### src/rtl/wb_grf_pkg.sv
// Shared constants and write-back decode for the wb_grf writeback stage:
// MIPS opcode/funct values, write-data source select, and the destination decoder.
package wb_grf_pkg;

  localparam logic [4:0] RA = 5'd31;

  localparam logic [5:0] OP_RTYPE = 6'h00;
  localparam logic [5:0] OP_JAL   = 6'h03;
  localparam logic [5:0] OP_ADDI  = 6'h08;
  localparam logic [5:0] OP_ADDIU = 6'h09;
  localparam logic [5:0] OP_SLTI  = 6'h0A;
  localparam logic [5:0] OP_SLTIU = 6'h0B;
  localparam logic [5:0] OP_ANDI  = 6'h0C;
  localparam logic [5:0] OP_ORI   = 6'h0D;
  localparam logic [5:0] OP_XORI  = 6'h0E;
  localparam logic [5:0] OP_LUI   = 6'h0F;
  localparam logic [5:0] OP_LB    = 6'h20;
  localparam logic [5:0] OP_LH    = 6'h21;
  localparam logic [5:0] OP_LW    = 6'h23;
  localparam logic [5:0] OP_LBU   = 6'h24;
  localparam logic [5:0] OP_LHU   = 6'h25;

  localparam logic [5:0] F_SLL  = 6'h00;
  localparam logic [5:0] F_SRL  = 6'h02;
  localparam logic [5:0] F_SRA  = 6'h03;
  localparam logic [5:0] F_JR   = 6'h08;
  localparam logic [5:0] F_JALR = 6'h09;
  localparam logic [5:0] F_ADD  = 6'h20;
  localparam logic [5:0] F_ADDU = 6'h21;
  localparam logic [5:0] F_SUB  = 6'h22;
  localparam logic [5:0] F_SUBU = 6'h23;
  localparam logic [5:0] F_AND  = 6'h24;
  localparam logic [5:0] F_OR   = 6'h25;
  localparam logic [5:0] F_XOR  = 6'h26;
  localparam logic [5:0] F_NOR  = 6'h27;
  localparam logic [5:0] F_SLT  = 6'h2A;
  localparam logic [5:0] F_SLTU = 6'h2B;

  typedef enum logic [1:0] {WD_ALU, WD_MEM, WD_PC8} wdsel_e;
  typedef enum logic [2:0] {LD_W, LD_H, LD_HU, LD_B, LD_BU} ld_type_e;

  typedef struct packed {
    logic     we;
    logic [4:0] wa;
    wdsel_e   wdsel;
    ld_type_e ld_type;
  } wb_dec_t;

  // Destination and data source of the W-stage instruction; wa may still be 0.
  function automatic wb_dec_t decode(input logic [31:0] instr);
    wb_dec_t    d;
    logic [5:0] op;
    logic [5:0] funct;
    op         = instr[31:26];
    funct      = instr[5:0];
    d.we       = 1'b0;
    d.wa       = 5'd0;
    d.wdsel    = WD_ALU;
    d.ld_type  = LD_W;
    case (op)
      OP_RTYPE: begin
        case (funct)
          F_ADD, F_ADDU, F_SUB, F_SUBU, F_AND, F_OR, F_XOR, F_NOR,
          F_SLT, F_SLTU, F_SLL, F_SRL, F_SRA: begin
            d.we = 1'b1;
            d.wa = instr[15:11];
          end
          F_JALR: begin
            d.we    = 1'b1;
            d.wa    = instr[15:11];
            d.wdsel = WD_PC8;
          end
          default: ;
        endcase
      end
      OP_ADDI, OP_ADDIU, OP_ANDI, OP_ORI, OP_XORI, OP_LUI, OP_SLTI, OP_SLTIU: begin
        d.we = 1'b1;
        d.wa = instr[20:16];
      end
      OP_LB, OP_LH, OP_LW, OP_LBU, OP_LHU: begin
        d.we    = 1'b1;
        d.wa    = instr[20:16];
        d.wdsel = WD_MEM;
        case (op)
          OP_LB:   d.ld_type = LD_B;
          OP_LBU:  d.ld_type = LD_BU;
          OP_LH:   d.ld_type = LD_H;
          OP_LHU:  d.ld_type = LD_HU;
          default: d.ld_type = LD_W;
        endcase
      end
      OP_JAL: begin
        d.we    = 1'b1;
        d.wa    = RA;
        d.wdsel = WD_PC8;
      end
      default: ;
    endcase
    return d;
  endfunction

endpackage

### src/rtl/wb_grf_load_ext.sv
// Load extender: picks the byte/halfword lane addressed by the low address
// bits and sign- or zero-extends it to 32 bits.
module wb_grf_load_ext
  import wb_grf_pkg::*;
(
  input  ld_type_e    ld_type,
  input  logic [1:0]  byte_off,
  input  logic [31:0] rdata,
  output logic [31:0] ld_data
);

  logic [7:0]  byte_sel;
  logic [15:0] half_sel;

  // Misaligned halfword offsets fall back to the lane at offset & 2.
  assign byte_sel = rdata[{byte_off, 3'b000} +: 8];
  assign half_sel = byte_off[1] ? rdata[31:16] : rdata[15:0];

  always_comb begin
    ld_data = rdata;
    case (ld_type)
      LD_B:    ld_data = {{24{byte_sel[7]}}, byte_sel};
      LD_BU:   ld_data = {24'd0, byte_sel};
      LD_H:    ld_data = {{16{half_sel[15]}}, half_sel};
      LD_HU:   ld_data = {16'd0, half_sel};
      default: ld_data = rdata;
    endcase
  end

endmodule

### src/rtl/wb_grf.sv
// Writeback stage and 32x32 general register file with two async read ports.
// Optional macro GRF_BYPASS_EN: same-cycle write-through from W onto the read ports.
module wb_grf
  import wb_grf_pkg::*;
(
  input  logic        clk,
  input  logic        reset,
  input  logic [31:0] instr_W,
  input  logic [31:0] pc_W,
  input  logic [31:0] ALUOut_W,
  input  logic [31:0] ReadData_W,
  input  logic [4:0]  A1_D,
  input  logic [4:0]  A2_D,
  output logic [31:0] RD1_D,
  output logic [31:0] RD2_D,
  output logic        RegWrite_W,
  output logic [4:0]  WA_W,
  output logic [31:0] WD_W,
  output logic [31:0] wb_count
);

  wb_dec_t     dec;
  logic [31:0] ld_data;
  logic [31:0] wd_raw;
  logic [31:0] rf_q [32];
  logic [31:0] wb_count_d, wb_count_q;
  logic        unused_instr_bits;

  // rs and shamt only matter to earlier stages.
  assign unused_instr_bits = ^{instr_W[25:21], instr_W[10:6]};

  assign dec = decode(instr_W);

  wb_grf_load_ext u_load_ext (
    .ld_type  (dec.ld_type),
    .byte_off (ALUOut_W[1:0]),
    .rdata    (ReadData_W),
    .ld_data  (ld_data)
  );

  // NOTE: every always_comb output gets a default first so no path can infer a latch.
  always_comb begin
    wd_raw = ALUOut_W;
    case (dec.wdsel)
      WD_MEM:  wd_raw = ld_data;
      WD_PC8:  wd_raw = pc_W + 32'd8;
      default: wd_raw = ALUOut_W;
    endcase
  end

  // A destination of $0 is squashed here, so the array never sees it.
  assign RegWrite_W = dec.we && (dec.wa != 5'd0);
  assign WA_W       = RegWrite_W ? dec.wa : 5'd0;
  assign WD_W       = RegWrite_W ? wd_raw : 32'd0;

  // NOTE: the whole array is cleared on reset because software relies on zeroed registers.
  always_ff @(posedge clk) begin
    if (!reset) begin
      for (int i = 0; i < 32; i++) rf_q[i] <= 32'd0;
    end else if (RegWrite_W) begin
      // NOTE: sequential state uses non-blocking assignment so all flops update together.
      rf_q[WA_W] <= WD_W;
    end
  end

  always_comb begin
    RD1_D = (A1_D == 5'd0) ? 32'd0 : rf_q[A1_D];
    RD2_D = (A2_D == 5'd0) ? 32'd0 : rf_q[A2_D];
`ifdef GRF_BYPASS_EN
    // RegWrite_W implies WA_W != 0, so $0 reads stay zero.
    if (RegWrite_W && (A1_D == WA_W)) RD1_D = WD_W;
    if (RegWrite_W && (A2_D == WA_W)) RD2_D = WD_W;
`endif
  end

  assign wb_count_d = wb_count_q + {31'd0, RegWrite_W};

  always_ff @(posedge clk) begin
    if (!reset) wb_count_q <= 32'd0;
    else        wb_count_q <= wb_count_d;
  end

  assign wb_count = wb_count_q;

endmodule

### config.mk
export PLATFORM = sky130hd
export DESIGN_NAME = wb_grf
export DESIGN_NICKNAME = d
export VERILOG_FILES = /design/src/rtl/wb_grf_pkg.sv /design/src/rtl/wb_grf_load_ext.sv /design/src/rtl/wb_grf.sv
export SDC_FILE = /design/constraint.sdc
export NUM_CORES = 2
export LEC_CHECK = 0
export ABC_AREA = 1
export CAP_MARGIN = 20
export CORE_MARGIN = 5
export CORE_UTILIZATION = 25
export CTS_CLUSTER_DIAMETER = 120
export DETAILED_ROUTE_END_ITERATION = 16
export SYNTH_ARGS = -nofsm -noshare
export SYNTH_HDL_FRONTEND = slang
export SYNTH_SLANG_ARGS = --single-unit
### constraint.sdc
create_clock -name clk -period 3.8 [get_ports clk]
set_clock_uncertainty 0.1 [all_clocks]
set_input_delay 0.57 -clock clk [delete_from_list [all_inputs] [get_ports clk]]
set_output_delay 0.57 -clock clk [all_outputs]
set_load 0.02 [all_outputs]
==> out/results.ini <==
[floorplan]
coreArea_sq_um=230300
dieArea_sq_um=241600
die_h_um=491.5
pin_count=274
num_rows=176
start_util=0.2516
die_x_um=491.5

[logic_synthesis]
synthCells=6809
synth_area_per_cell_sq_um=8.513
ys_warn_count=0
ys_ff_latch=1056
synth.distinct_cells=40
yosysSeqAreaShare=0.5415
async_reset_ff_frac=0
syn_area_sq_um=57960
synth-edff-count=1024
ys.flop_type=edfxtp_1

[worst_setup_path]
cp-start-kind=input pin
r2r_start=wb_count[0]
slowest_stage=nand3_1
cp-end-kind=output port
slowest_delay_ns=0.40
crit_chain=buf_8 > clkinv_8 > buf_16 > buf_4 > nor2_1 > nor2_1 > a21oi_1 > a21oi_1 > o21ai_0 > nand3_1 > and3_1 > buf_4
crit_fanout=27
ff2ff_setup_slack_ns=1.47
regToRegEndpoint=wb_count[20]
required_ns=3.13
path_class=input pin to output port
crit_arrival_ns=3.17
r2r_cells=12

[timing]
slew_violations=0
finalCriticalPeriod_ns=3.836
fmax_mhz=260.7
rsz0062_at_grt=true
worst_pin_slew_ns=0.9877
period_share=1.010
relSlewSlack=0.3415
fin_ws_ns=-0.03610
holdWs_ns=0.2494
hold_viol_final=0
setup_viol=3

[detailed_routing]
wl_per_cell_um=29.23
ant_nets=0
drt_wl_total_um=305000
drc=0
first_pass_iters=6
avgViaCountPerCell=5.769
vias=60190
drt_iter0_markers=10600

[layout]
final.fill_count=23570
multi_input_area_sq_um=23770
utilization=0.3230
seq_area_sq_um=31390
area_growth_pct=28.37
drive_above_1_share=0.1595
nets=7437

[clock_tree]
cts-root-buf=clkbuf_16
htreeDepth=3
cts_hold_buf=0
clockBufferDepth=3
clk_latency_ns=0.75
tritoncts=done
clock_sinks=1056
cts-buffers-inserted=119
path_clk_slew_ns=0.06

[grt]
grt_max_degree=92
antenna_found_initial=33
grt_pass1_wl_um=420000
grt_usage=0.2376
grt_pass1_vias=56300
grt_overflow=0

[placed_design]
io_buffers=263
place_congestion=0.9675
dpl.hpwl_um=206600

[run_status]
violations=negative setup slack
outcome=finished, violations left

[min_path]
hold_start=reset
holdPathEnd=wb_count[29]
min_path_type=input pin to register
min_path_cells=3

[flow_run]
maxCapViolCount=0

[power_and_ir_drop]
power.density_nw_per_um2=430.2
vdd_drop_max_mv=0.4196
finalPower_uw=32010
p_leak_uw=0.02608

[registers in the layout (all words and copies together) (netlist names)]
name / count
rf_q: 1024
wb_count: 32
[synth_stat cells (all sizes together) (6+ instances only)]
library cell  count  area share
nor3b             6     0.00078
a31oi            59      0.0064
nor2           2210        0.14
xor2              6     0.00091
a21oi           138       0.012
o22ai           105       0.011
nand2           475       0.031
nand3           302       0.027
o221ai          379       0.057
o211ai           22      0.0028
buf             137       0.013
o21a              8      0.0010
or2               8     0.00086
clkbuf          514       0.033
nand4            10      0.0011
inv             183       0.012
dfxtp            32       0.011
edfxtp         1024        0.53
nor3             37      0.0035
o21ai          1136       0.098
[logic make-up (layout without fill, tap and decap cells)]
| group | Yosys count | count (layout) | share of synthesized area |
|---|---|---|---|
| flops | 1056 | 1056 | 0.5415 |
| compound gates | 1852 | 1852 | 0.1895 |
| other cells | 1 | 46 | 0.00006469 |
| xor+xnor | 8 | 8 | 0.001209 |
| simple gates | 3052 | 3052 | 0.2080 |
| fa+ha+maj | 5 | 5 | 0.001079 |
| buf+inv | 835 | 1389 | 0.05861 |
[layout by cell type (no fill, tap or decap), types with 56 or more instances in the layout]
cell type	instances
clkdlybuf4s50_1	154
nor2_1	2189
o221ai_1	377
buf_12	196
o21ai_0	1123
inv_1	156
a21oi_1	130
buf_4	550
edfxtp_1	1024
o22ai_1	105
clkbuf_16	130
nand2_1	389
a31oi_1	56
nand2_2	83
nand3_1	280
[how the worst max path moves through the flow]
stage,from,end,slack (ns),cells after the start
detailed placement,instr_W[5],WD_W[10],-0.65,16
finish,A1_D[0],RD1_D[26],-0.04,12
global placement,instr_W[5],WD_W[10],-0.75,16
CTS,instr_W[1],WD_W[7],0.0002,17
floorplan,instr_W[28],wb_count[23],0.03,22
global route,A2_D[0],RD2_D[7],-0.02,12
[critical path: cells and delay by family]
kind / cells / cell delay (ns)
compound gates: 3 / 0.56
buf+inv: 5 / 1.07
simple gates: 4 / 0.91
[what timing repair did]
| action | in CTS | in global routing |
|---|---|---|
| resized for setup | 136 | 88 |
| endpoints found under the setup margin | 41 | 61 |
| gates cloned | 0 | 10 |
| pin swaps | 12 | 13 |
| setup buffers | 3 | 1 |
[where the power goes]
part           internal, uW  switching (uW)
registers             13400             335
logic                  2050            4390
clock network          6730            5120
total                 22200            9840
[metal layers]
layer | global-route usage | routed length [um] | vias up
met5 | 0 | 249 | -
met4 | 0.1530 | 24220 | 36
met3 | 0.07400 | 43660 | 1047
met2 | 0.3551 | 129100 | 5248
met1 | 0.2967 | 107800 | 28890
li1 | - | - | 24970
[final cells by class]
class	instances	area share
clock inverter	81	0.01063
timing repair inverter	1	0.0001513
antenna	14	0.0004708
tap	3026	0.05088
timing repair buffer	981	0.1439
inverter	184	0.01029
multi-input combinational	4949	0.3194
clock buffer	142	0.04239
sequential	1056	0.4219
[through the flow]
| stage | TNS, ns | cells | cell area, sq um | worst slack (ns) |
|---|---|---|---|---|
| 2_1_floorplan | 0 | 6840 | 58080 | 0.02749 |
| 5_1_grt | -0.02711 | 10420 | 74380 | -0.01572 |
| 3_5_place_dp | -51.29 | 10180 | 69710 | -0.6489 |
| 3_3_place_gp | -87.22 | 10180 | 69710 | -0.7468 |
| 6_report | -0.08189 | 10430 | 74410 | -0.03610 |
| 4_1_cts | 0 | 10410 | 73860 | 0.0002136 |
Note: power is estimated with default switching activity, not from simulation.
